**src/rtl/anchor_feature_collector.sv**
```systemverilog
// anchor_feature_collector
// Reassembles FEATURE_LENTH beats of DATA_BUS_WIDTH bits from the octree
// searcher into one anchor feature word. Two ping-pong slots let beat
// collection continue while the rendering stage holds an assembled anchor.

module anchor_feature_collector #(
  parameter int DATA_BUS_WIDTH = 64,
  parameter int FEATURE_LENTH  = 9,
  parameter int CNT_WIDTH      = 16
) (
  input  logic                                    clk,
  input  logic                                    rst_n,
  input  logic                                    clear,
  input  logic [DATA_BUS_WIDTH-1:0]               feat_in,
  input  logic                                    feat_ready,
  output logic                                    feat_valid,
  input  logic                                    search_done,
  output logic [FEATURE_LENTH*DATA_BUS_WIDTH-1:0] anchor_data,
  output logic                                    anchor_valid,
  input  logic                                    anchor_ready,
  output logic [CNT_WIDTH-1:0]                    anchor_cnt,
  output logic                                    frame_err
);

  localparam int IDX_W = (FEATURE_LENTH > 1) ? $clog2(FEATURE_LENTH) : 1;
  localparam logic [IDX_W-1:0] LAST_IDX = IDX_W'(FEATURE_LENTH - 1);

  // Each slot is an array of beats; beat 0 sits in the LSBs of the flat word.
  typedef logic [FEATURE_LENTH-1:0][DATA_BUS_WIDTH-1:0] anchor_t;

  anchor_t              slot_q [2];
  logic [1:0]           full_q;
  logic                 wr_ptr_q;
  logic                 rd_ptr_q;
  logic [IDX_W-1:0]     beat_idx_q;
  logic [CNT_WIDTH-1:0] anchor_cnt_q;
  logic                 frame_err_q;

  logic accept;
  logic completes;
  logic abort;
  logic wr_en;
  logic take;

  // Handshake outputs come straight from registers so feat_valid never
  // depends on feat_ready.
  assign feat_valid   = ~full_q[wr_ptr_q];
  assign anchor_valid = full_q[rd_ptr_q];
  assign anchor_data  = slot_q[rd_ptr_q];
  assign anchor_cnt   = anchor_cnt_q;
  assign frame_err    = frame_err_q;

  // Decode this cycle's beat/anchor events.
  // NOTE: every signal assigned in always_comb gets a value on every path
  // (here unconditionally), otherwise a latch is inferred.
  always_comb begin
    accept    = feat_ready && feat_valid;
    completes = accept && (beat_idx_q == LAST_IDX);
    // A search ending with a partial anchor in flight (including a stray
    // beat arriving at index 0 together with search_done) discards it.
    abort     = search_done && !completes && ((beat_idx_q != '0) || accept);
    wr_en     = accept && !abort;
    take      = anchor_valid && anchor_ready;
  end

  // Slot storage: write the accepted beat into the slot being filled.
  // NOTE: the slot array is reset as well, because anchor_data is visible
  // on the port and must read zero out of reset and after clear.
  always_ff @(posedge clk or negedge rst_n) begin
    if (!rst_n) begin
      for (int i = 0; i < 2; i++) slot_q[i] <= '0;
    end else if (clear) begin
      for (int i = 0; i < 2; i++) slot_q[i] <= '0;
    end else if (wr_en) begin
      slot_q[wr_ptr_q][beat_idx_q] <= feat_in;
    end
  end

  // Slot full flags and ping-pong pointers; a fill and a take always hit
  // different slots, so both updates can be applied independently.
  // NOTE: sequential state uses non-blocking assignments so every flop
  // samples pre-edge values regardless of statement order.
  always_ff @(posedge clk or negedge rst_n) begin
    if (!rst_n) begin
      full_q   <= '0;
      wr_ptr_q <= 1'b0;
      rd_ptr_q <= 1'b0;
    end else if (clear) begin
      full_q   <= '0;
      wr_ptr_q <= 1'b0;
      rd_ptr_q <= 1'b0;
    end else begin
      if (completes) begin
        full_q[wr_ptr_q] <= 1'b1;
        wr_ptr_q         <= ~wr_ptr_q;
      end
      if (take) begin
        full_q[rd_ptr_q] <= 1'b0;
        rd_ptr_q         <= ~rd_ptr_q;
      end
    end
  end

  // Beat index within the anchor being assembled.
  always_ff @(posedge clk or negedge rst_n) begin
    if (!rst_n) begin
      beat_idx_q <= '0;
    end else if (clear || abort || completes) begin
      beat_idx_q <= '0;
    end else if (accept) begin
      beat_idx_q <= beat_idx_q + 1'b1;
    end
  end

  // Delivered-anchor counter (wraps) and sticky framing error.
  always_ff @(posedge clk or negedge rst_n) begin
    if (!rst_n) begin
      anchor_cnt_q <= '0;
      frame_err_q  <= 1'b0;
    end else if (clear) begin
      anchor_cnt_q <= '0;
      frame_err_q  <= 1'b0;
    end else begin
      if (take)  anchor_cnt_q <= anchor_cnt_q + 1'b1;
      if (abort) frame_err_q  <= 1'b1;
    end
  end

endmodule

```
**config.mk**
```make
export PLATFORM = sky130hd
export DESIGN_NAME = anchor_feature_collector
export DESIGN_NICKNAME = d
export VERILOG_FILES = /design/src/rtl/anchor_feature_collector.sv
export SDC_FILE = /design/constraint.sdc
export NUM_CORES = 2
export LEC_CHECK = 0
export BUFFER_PORTS_ARGS = -buffer_cell sky130_fd_sc_hd__buf_2
export CAP_MARGIN = 10
export CORE_ASPECT_RATIO = 0.75
export CORE_MARGIN = 2
export CORE_UTILIZATION = 58
export DETAILED_ROUTE_END_ITERATION = 10
export GPL_ROUTABILITY_DRIVEN = 0
export PLACE_DENSITY = 0.87
export SLEW_MARGIN = 20
export SYNTH_ARGS = -nofsm -noshare
export SYNTH_HDL_FRONTEND = slang
export SYNTH_SLANG_ARGS = --single-unit
```
**constraint.sdc**
```tcl
create_clock -name clk -period 2.33 [get_ports clk]
set_input_delay 0 -clock clk [delete_from_list [all_inputs] [get_ports clk]]
set_output_delay 0 -clock clk [all_outputs]
set_load 0.02 [all_outputs]
```
Word level (Yosys, flattened, before mapping) --
Index checks and enable logic that the tools add are counted.
Operators by class: add/sub/neg operators 2, $lt $le $gt $ge 9, equality and inequality tests 1, muxes and demuxes 32, bitwise operators 8, reductions and logical operators 21
Operators by type and width (number):
- 1152-bit two-way mux | 2
- 576-bit two-way mux | 4
- 1152-bit bitwise mux | 1
- 576-bit demux with 1-bit select | 1
- 64-bit demux with 4-bit select | 1
- 64-bit two-way mux | 1
- 16-bit two-way mux | 2
- 16-bit by 1-bit adder with 16-bit output, second input constant | 1
- 1-bit two-way mux | 12
- 1-bit logical AND | 10
- 2-bit nonzero test | 5
- 2-bit two-way mux | 4
- 4-bit two-way mux | 2
- 4-bit by 5-bit < comparator with 1-bit output, second input constant | 1
- 4-bit by 1-bit adder with 4-bit output, second input constant | 1
- 4-bit == test, second input constant | 1
- 2-bit >= comparator, second input constant | 2
- 4-bit by 1-bit >= comparator with 1-bit output, second input constant | 1
- 1-bit by 2-bit < comparator with 1-bit output, second input constant | 2
- 1-bit inverter with 2-bit output | 2
- 4-bit nonzero test | 1
- 1-bit logical OR | 3
- 1-bit inverter | 3
- 2-bit bitwise AND | 1
- 6 further kinds | 9
Word-level totals: register bits 1177, input port bits 70

Depth between registers and ports, before layout --
depth in word-level cells 12, gate-level depth with buffers 9, mapped depth without buffers 6

Worst setup path after synthesis --
No wires, ideal clock.
path type reg-to-reg, start register beat_idx_q[0], end register slot_q[516] (netlist bit), data arrival time 1.972 ns, data required time 2.194 ns, setup slack 0.222 ns, stages on the path, launching flop included 9, buffers on the path 2, period minus slack after synthesis 2.108 ns, cell sequence dfrtp_1 > inv_1 > ha_1 > nand3b_1 > or4b_2 > clkbuf_1 > buf_2 > nand2_1 > a21oi_1
Between the ends: longest elaborated chain between the ends 9, elaborated cells between the ends (all ways) 20, classes of those cells 2 x order compare; 1 x eq/ne; 7 x mux; 10 x reduce/logical
Ends and longest elaborated chain:
- from (decl) | RTL line 35 | logic [IDX_W-1:0] beat_idx_q;
- from (signal assigned) | RTL line 111 | beat_idx_q <= beat_idx_q + 1'b1;
- 4-bit by 5-bit < comparator with 1-bit output (implied by the code) / 4-bit by 1-bit >= comparator with 1-bit output (equally long branches) | RTL line 75 | slot_q[wr_ptr_q][beat_idx_q] <= feat_in;
- 1-bit logical AND (implied by the code) | RTL line 75
- 64-bit two-way mux (implied by the code) | RTL line 75
- 64-bit demux with 4-bit select | RTL line 75
- 576-bit two-way mux (implied by the code) | RTL line 75
- 576-bit demux with 1-bit select | RTL line 75
- 1152-bit bitwise mux | RTL line 75
- 1152-bit two-way mux | RTL line 74 | end else if (wr_en) begin
- 1152-bit two-way mux | RTL line 72 | end else if (clear) begin
- to (signal, indexed assignment) | RTL line 75
- to (decl) | RTL line 31 | anchor_t slot_q [2];
Parallel ways exist; a longest one is shown, timed or not. The select of a mux whose other input is x is not followed. A chain may end at the register's enable or synchronous reset.

Final worst setup path --
start register rd_ptr_q, end output port anchor_data[62]
Between the ends: longest elaborated chain between the ends 4
Ends and longest elaborated chain:
- from (decl) | RTL line 34 | logic rd_ptr_q;
- from (signal assigned) | RTL line 99 | rd_ptr_q <= ~rd_ptr_q;
- 1-bit inverter with 2-bit output (implied by the code) | RTL line 49 | assign anchor_data = slot_q[rd_ptr_q];
- 576-bit two-way mux (implied by the code) (3 in a row) | RTL line 49
- to (decl) | RTL line 18 | output logic [FEATURE_LENTH*DATA_BUS_WIDTH-1:0] anchor_data,
Every way passes these cells. The select of a mux whose other input is x is not followed.

==> results.toml <==
[status]
outcome = "complete, but fails checks"
violations = "negative setup slack"

[setup_path]
arrival_ps = 2440
critPathCaptureType = "output port"
critPathCapture = "anchor_data[62]"
start_kind = "flop"
crit_type = "flop to output port"
rrSetupSlack_ps = 30
crit_path_max_fanout = 89
required_ps = 2330
startpoint = "rd_ptr_q"
r2r-end = "slot_q[296]"
reg2reg_from = "full_q[1]"
r2r_cells = 6

[clock_network]
clkTransAtPathRegs_ps = 70
tritoncts = "done"
cts-root-buf = "clkbuf_16"
clock_sinks = 1177
insertion_delay_ps = 690
clockBufferDepth = 3
h-tree-depth = 3
cts_made_buffers = 111

[power_and_ir_drop]
switching_share_pct = 24.2
finalPower_w = 0.0424
vdd_drop_max_v = 0.000661
power_frac_clock_pct = 46.0
power.density_nw_per_um2 = 644
power.leakage_nw = 29.3
p_comb_share_pct = 5.4
p_int_w = 0.0322
switching_power_w = 0.0103
seq_power_share_pct = 48.5

[global_route]
grtUsageTotal_pct = 37.5
grt-ovfl-total = 0
first_global_vias = 48400
grt_antenna_before_repair = 3
grt_pass1_wl_mm = 285
grt_max_degree = 143

[sta]
timing.final.crit_period_ps = 2440
post-route-period-util_pct = 105
hold_viol_final = 0
clock_skew_ps = 27.6
worstMarginPinSlew_ps = 913
relSlewSlack_pct = 39.1
fmax_ghz = 0.410
whs_ps = 237
setup_viol = 231
rsz0062_at_grt = "yes"
finalSetupTns_ps = -7650
final_max_slew_viol_count = 0
worst_slack_ps = -108

[logic_synthesis]
ys_seq_area_share_pct = 53.0
syn_nets = 6025
synth_cells = 5950
ys_seq_elements = 1177
ys.warnings.count = 0
postSynthAreaPerCell_um2 = 9.34
yosysUniqueCellTypes = 41
netlist_area_um2 = 55500

[floorplanning]
rows = 98
die_h_um = 272
die_w_um = 361
io_pins = 665
core-area_um2 = 95200
die-area_um2 = 98300
start_util_pct = 58.4

[routing]
post_drt_wl_per_cell_um = 25.0
drc_errors = 0
via_per_inst = 6.37
first_pass_iters = 8
num_vias = 49500
first_iter_violations = 7021
routed_wirelength_mm = 194
ant_nets = 0

[min_path]
hold_path_class = "input port to asynchronous set/reset pin"

[cells_and_area]
multi_input_area_um2 = 23700
syn_to_final_growth_pct = 18.6
seq_area_um2 = 29500
final_cell_mix = "nand2_1 (2,292), dfrtp_1 (1,176), a21oi_1 (808), buf_2 (611), mux2_2 (553)"
num-fill-cells = 6357
utilization_pct = 69.2
drive_gt1_share_pct = 31.1
final_common_cell = "nand2_1"
nets = 6488

[flow_run]
cap_violations = 0

[place]
post-dp-hpwl_mm = 110
post-place-ws_ps = 31.0
placement.io_buffers = 664
==> registers in the layout, summed over array words and instances (netlist names) <==
register and cells:
anchor_cnt 16, beat_idx_q 4, wr_ptr_q 1, frame_err 1
slot_q 1152, rd_ptr_q 1, full_q 2
==> Yosys cell counts (all sizes together) <==
master / instances / area share (%)
dfrtp: 1177 / 53
xnor2: 3 / 0.047
nand4: 7 / 0.079
nor2: 11 / 0.074
nand2: 2292 / 15
and4: 5 / 0.079
and2: 2 / 0.023
nor2b: 6 / 0.068
ha: 5 / 0.11
xor2: 5 / 0.079
mux2: 579 / 12
nor3b: 4 / 0.063
or4b: 1 / 0.018
a21oi: 1168 / 13
o21ai: 8 / 0.072
and3: 3 / 0.034
or3b: 1 / 0.016
a311oi: 1 / 0.016
nor3: 13 / 0.36
and3b: 1 / 0.016
or4: 5 / 0.068
nor4: 2 / 0.023
nand3b: 3 / 0.047
nor4b: 2 / 0.032
or2: 1 / 0.011
clkbuf: 342 / 2.3
a21o: 1 / 0.014
nor4bb: 1 / 0.018
nand2b: 4 / 0.045
inv: 8 / 0.054
o31ai: 4 / 0.054
nand3: 48 / 0.43
or3: 6 / 0.068
buf: 230 / 2.5
o22ai: 1 / 0.011
==> layer usage <==
metal	routed length, µm	track usage [%]	vias up
li1	-	-	20400
met1	70400	48.8	24300
met2	86800	56.8	3877
met3	24200	9.75	881
met4	12600	22.5	4
met5	23	0	-
==> worst min-delay path by stage <==
stage / startpoint / to / slack [ps]
CTS: rst_n / slot_q[212] / 190
global route: rst_n / slot_q[785] / 210
detailed placement: rst_n / slot_q[724] / -9
floorplan: rst_n / anchor_cnt[0] / -300
finish: rst_n / slot_q[721] / 240
global placement: rst_n / slot_q[724] / -5
==> cell families after synthesis <==
kind of cell / count (synthesis) / share of synthesized area, %
and+or+nand+nor: 2418 / 17.1
AOI/OAI and AO/OA: 1183 / 13.1
DFF: 1177 / 53.0
buffers and inverters: 580 / 4.82
muxes: 579 / 11.7
xor gates and xnor gates: 8 / 0.126
adders and majority gates: 5 / 0.113
==> area by class of cell <==
cell class	instances	share of cell area, %
sequential	1177	44.7
multi-input combinational	4193	36.0
timing repair buffer	922	10.9
clock buffer	157	4.88
tap	1250	2.37
clock inverter	54	1.04
inverter	8	0.0513
antenna	2	0.00760
==> power by group through the flow <==
stage | clock network (W) | registers, W | logic (W)
after floorplan | 0 | 0.0209 | 0.00108
after global routing | 0.0204 | 0.0206 | 0.00244
final | 0.0195 | 0.0206 | 0.00231
after CTS | 0.0195 | 0.0206 | 0.00224
after global placement | 0 | 0.0209 | 0.00210
after detailed placement | 0 | 0.0210 | 0.00213
==> critical path, stage by stage (launching register included) <==
cell,delay [ps]
dfrtp_4,460
buf_16,160
buf_16,330
mux2_2,450
buf_2,170
==> metrics by stage <==
step                instances  cell area (µm²)
floorplan                5950            55500
global placement         7437            59900
detailed placement       7437            59900
CTS                      7734            65100
global route             7761            65900
finish                   7763            65900
==> timing repair <==
item                                     CTS  global route
buffers inserted                           5            12
hold endpoints to repair                2286             0
hold buffers                              70             0
gates cloned                              11            16
endpoints found under the setup margin   489           640
gates resized for setup                   57           121
pin swaps                                  0             1
(Power assumes the default switching activity.)
